--- config.mk ---
export PLATFORM = sky130hd
export DESIGN_NAME = moore_seq_detector
export DESIGN_NICKNAME = d
export VERILOG_FILES = /design/src/rtl/moore_seq_detector.sv
export SDC_FILE = /design/constraint.sdc
export NUM_CORES = 1
export LEC_CHECK = 0
export ABC_AREA = 1
export CAP_MARGIN = 15
export CELL_PAD_IN_SITES_DETAIL_PLACEMENT = 0
export CELL_PAD_IN_SITES_GLOBAL_PLACEMENT = 1
export CORE_ASPECT_RATIO = 0.6
export CORE_MARGIN = 3
export CORE_UTILIZATION = 25
export DETAILED_ROUTE_END_ITERATION = 8
export PLACE_DENSITY_LB_ADDON = 0.1
export REMOVE_ABC_BUFFERS = 1
export SYNTH_ARGS = -nofsm -noshare
export SYNTH_HDL_FRONTEND = slang
export SYNTH_SLANG_ARGS = --single-unit
--- constraint.sdc ---
create_clock -name clk -period 1.6 [get_ports clk]
set_input_delay 0.24 -clock clk [delete_from_list [all_inputs] [get_ports clk]]
set_output_delay 0.24 -clock clk [all_outputs]
set_load 0.02 [all_outputs]
--- src/rtl/moore_seq_detector.sv ---
// Parametrised Moore serial pattern detector with KMP-style failure transitions,
// optional overlapping matches, enable stalls, synchronous clear and a saturating match counter.
module moore_seq_detector #(
  parameter int                 PAT_LEN = 4,
  parameter logic [PAT_LEN-1:0] PATTERN = 4'b1101,
  parameter bit                 OVERLAP = 1'b1,
  parameter int                 CNT_W   = 8
) (
  input  logic                         clk,
  input  logic                         rst,
  input  logic                         en,
  input  logic                         clr,
  input  logic                         x,
  output logic                         z,
  output logic [$clog2(PAT_LEN+1)-1:0] state_o,
  output logic [CNT_W-1:0]             match_cnt,
  output logic                         cnt_sat
);

  localparam int SW = $clog2(PAT_LEN+1);
  localparam logic [SW-1:0] S0      = '0;
  localparam logic [SW-1:0] S_MATCH = SW'(PAT_LEN);

  // Bit i of the pattern in arrival order (i = 0 is the first bit received).
  function automatic bit pat_bit(input int i);
    return PATTERN[PAT_LEN-1-i];
  endfunction

  // Longest prefix of PATTERN that is a suffix of (first k pattern bits followed by b).
  function automatic int delta(input int k, input bit b);
    int  res;
    bit  ok;
    int  p;
    bit  c;
    res = 0;
    for (int l = k + 1; l > 0; l--) begin
      if (res == 0) begin
        ok = 1'b1;
        for (int j = 0; j < l; j++) begin
          p = k + 1 - l + j;
          c = (p < k) ? pat_bit(p) : b;
          if (c != pat_bit(j)) ok = 1'b0;
        end
        if (ok) res = l;
      end
    end
    return res;
  endfunction

  // Longest proper suffix of PATTERN that is also a prefix.
  function automatic int border_len(input int n);
    int res;
    bit ok;
    res = 0;
    for (int l = n - 1; l > 0; l--) begin
      if (res == 0) begin
        ok = 1'b1;
        for (int j = 0; j < l; j++) begin
          if (pat_bit(n - l + j) != pat_bit(j)) ok = 1'b0;
        end
        if (ok) res = l;
      end
    end
    return res;
  endfunction

  localparam int BORDER = border_len(PAT_LEN);

  logic [1:0][SW-1:0] nxt_tbl [PAT_LEN+1];

  // Entry PAT_LEN covers leaving MATCH: restart from the border or from empty history.
  for (genvar g = 0; g <= PAT_LEN; g++) begin : g_tbl
    localparam int KEFF = (g < PAT_LEN) ? g : (OVERLAP ? BORDER : 0);
    localparam int N0   = delta(KEFF, 1'b0);
    localparam int N1   = delta(KEFF, 1'b1);
    assign nxt_tbl[g][0] = SW'(N0);
    assign nxt_tbl[g][1] = SW'(N1);
  end

  logic [SW-1:0]    state_q, state_d;
  logic [CNT_W-1:0] cnt_q, cnt_d;
  logic             sat;

  assign sat = &cnt_q;

  always_comb begin
    state_d = state_q;
    cnt_d   = cnt_q;
    if (clr) begin
      state_d = S0;
      cnt_d   = '0;
    end else if (state_q > S_MATCH) begin
      state_d = S0;
    end else if (en) begin
      state_d = nxt_tbl[state_q][x];
      if ((state_d == S_MATCH) && !sat) cnt_d = cnt_q + 1'b1;
    end
  end

  always_ff @(posedge clk or negedge rst) begin
    if (!rst) begin
      state_q <= S0;
      cnt_q   <= '0;
    end else begin
      state_q <= state_d;
      cnt_q   <= cnt_d;
    end
  end

  assign z         = (state_q == S_MATCH);
  assign state_o   = state_q;
  assign match_cnt = cnt_q;
  assign cnt_sat   = sat;

endmodule

==> impl_metrics.ini <==
[run_status]
status = finished clean

[critical_path]
start_kind = register
end_kind = output pin
cp-endpoint = match_cnt[6]
reg2reg_to = match_cnt[6]
r2r_slack_ns = 0.13
cp.arrival_ns = 1.31
crit_start = match_cnt[6]
crit_type = register to output pin
reg2reg_depth = 9
regToRegStartpoint = state_o[0]
critical_path_required_ns = 1.36
crit_path_max_fanout = 5

[logic_synthesis]
synth_xor_area_share_pct = 2.27
yosys_warnings = 0
seq_area_frac_synth_pct = 35.7
synth_compound_area_share_pct = 4.05
synth-simple-area-share_pct = 43.8
synth_fa_ha_area_share_pct = 6.48
synth_cell_type_count = 19
synth_cells = 112
synth_top_family_by_area = simple AND/OR/NAND/NOR gates
syn_area_um2 = 772
synth_seq_cells = 11
avgSynthCellArea_um2 = 6.89
synth_mux_area_share_pct = 0

[sta]
setup_slack_ns = 0.0528
finalClockSkew_ns = 0.00118
period_share_pct = 96.7
rsz0062_at_grt = true
hold_viol_final = 0
finalSetupTns_ns = 0
maxSlewHeadroom_pct = 64.4
max_freq_mhz = 646
drv_slew = 0
period_minus_slack_ns = 1.55
setup_violations = 0
worst_pin_slew_ns = 0.533

[run]
max_cap_viol_count = 0

[grt]
grt_pass1_wl_mm = 3.52
grt_max_degree = 12
grt_pass1_vias = 744
antenna_found_initial = 0
grt_overflow = 0
track_usage_pct = 12.0

[cells_and_area]
drive_above_1_share_pct = 20.1
area_growth_syn_to_layout_pct = 51.2
nNetsFinal = 159
antenna_cells = 0

[clock_tree]
cts_buffers = 3
path_clk_slew_ns = 0.05
h-tree-depth = 1
root_buffer = clkbuf_8
clock_sinks = 11
postCtsHoldBufs = 0
clock_path_buffers = 2
clock_latency_ns = 0.23
postCtsSetupBuffers = 0
cts_tree = built

[route]
drc = 0
vias = 794
dr.pass1.iters = 4
avgViaCountPerCell = 4.20
ant_nets = 0
first_iter_violations = 54
wire_per_inst_um = 11.7
wl_mm = 2.21

[placed_design]
place_congestion = 0.806
portBuffers = 17
place_ws_ns = -0.0154
place_hpwl_mm = 1.67

[power]
leakagePower_nw = 0.686
power.density_nw_per_um2 = 626
peakVddDrop_mv = 0.284

[floorplanning]
start_util_pct = 28.4
dieArea_um2 = 3810
die_h_um = 49.0
core-area_um2 = 2720
num_rows = 14
pin_count = 18
die_w_um = 77.7

[hold_path]
hp-class = input port to async pin
-- cell usage after synthesis --
cell | n | share of area (%)
nand2_1 | 39 | 19
nor2_1 | 17 | 8.3
inv_1 | 12 | 5.8
nand3_1 | 12 | 7.8
dfrtp_1 | 11 | 36
ha_1 | 4 | 6.5
nor2_2 | 2 | 1.6
o21ai_0 | 2 | 1.3
o21bai_1 | 2 | 1.9
xnor2_1 | 2 | 2.3
buf_4 | 1 | 0.97
clkinv_1 | 1 | 0.49
inv_2 | 1 | 0.49
nand2_4 | 1 | 1.5
nand3_2 | 1 | 1.3
nand3_4 | 1 | 2.3
nor2_4 | 1 | 1.5
nor3_1 | 1 | 0.65
o22ai_1 | 1 | 0.81
-- routing by layer --
layer  vias up  routed length [um]  share of wire [%]  global-route usage [%]
li1        425                   -                  -                       -
met2        21                 827                 37                    16.2
met3         2                 116                5.3                    4.61
met1       346                1260                 57                    17.7
met4         0                   8               0.36                    2.66
met5         -                   0                  0                       0
-- critical path: stages, from the launching register on --
cell             delay, ns
dfrtp_1               0.34
buf_4                 0.13
clkdlybuf4s50_1       0.60
-- cell usage in the layout, fill, tap and decap left out, types with 2 or more instances in the layout --
cell              n
buf_4            16
clkbuf_2          2
clkbuf_8          3
clkdlybuf4s50_1   8
dfrtp_1          11
dlymetal6s2s_1    7
ha_1              4
inv_1            11
inv_2             2
nand2_1          39
nand3_1          12
nand3_2           2
nor2_1           17
nor2_2            2
o21ai_0           2
o21bai_1          2
xnor2_1           2
-- per-stage QoR --
| stage | hold WS (ns) | area, um2 | instances | util, % | total power [mW] |
|---|---|---|---|---|---|
| final | 0.356 | 1170 | 189 | 43.0 | 0.731 |
| after global routing | 0.392 | 1170 | 189 | 43.0 | 0.773 |
| after CTS | 0.372 | 1150 | 188 | 42.3 | 0.741 |
| after detailed placement | 0.614 | 1100 | 184 | 40.7 | 0.457 |
| after global placement | 0.608 | 1100 | 184 | 40.7 | 0.459 |
| after floorplan | -0.0556 | 764 | 111 | - | 0.373 |
-- state kept, by name (all words and copies together) (netlist names) --
register,count
state_o,3
match_cnt,8
-- repair_timing --
item                       4_1_cts  5_1_grt
resized for setup                3       11
setup endpoints to repair        2       17
pin swaps                        0        3
gates cloned                     0        1
-- where the power goes --
| part | switching [mW] | internal [mW] | total [mW] |
|---|---|---|---|
| combinational | 0.0841 | 0.0699 | 0.154 |
| clock | 0.105 | 0.175 | 0.280 |
| sequential | 0.00717 | 0.290 | 0.297 |
| total | 0.196 | 0.535 | 0.731 |
-- final cells by class --
type / count / area [um2]
Clock buffer: 4 / 45.0
Fill cell: 302 / 1550
Sequential cell: 11 / 275
Inverter: 14 / 52.6
Timing Repair Buffer: 33 / 298
Tap cell: 40 / 50.0
Multi-Input combinational cell: 87 / 447
-- cells by family after synthesis --
logic type	after synthesis
and+or+nand+nor	75
buffers and inverters	15
DFF	11
AOI/OAI and AO/OA	5
adders and majority gates	4
xor gates and xnor gates	2
-- how the worst min path moves through the flow --
stage / start / end / slack (ns) / cells after the start
2_1_floorplan: rst / match_cnt[0] / -0.06 / 0
6_report: rst / state_o[1] / 0.36 / 1
4_1_cts: rst / match_cnt[5] / 0.37 / 1
3_5_place_dp: state_o[1] / state_o[1] / 0.61 / 2
3_3_place_gp: state_o[1] / state_o[1] / 0.61 / 2
5_1_grt: rst / state_o[1] / 0.39 / 1
(Power assumes the default switching activity.)
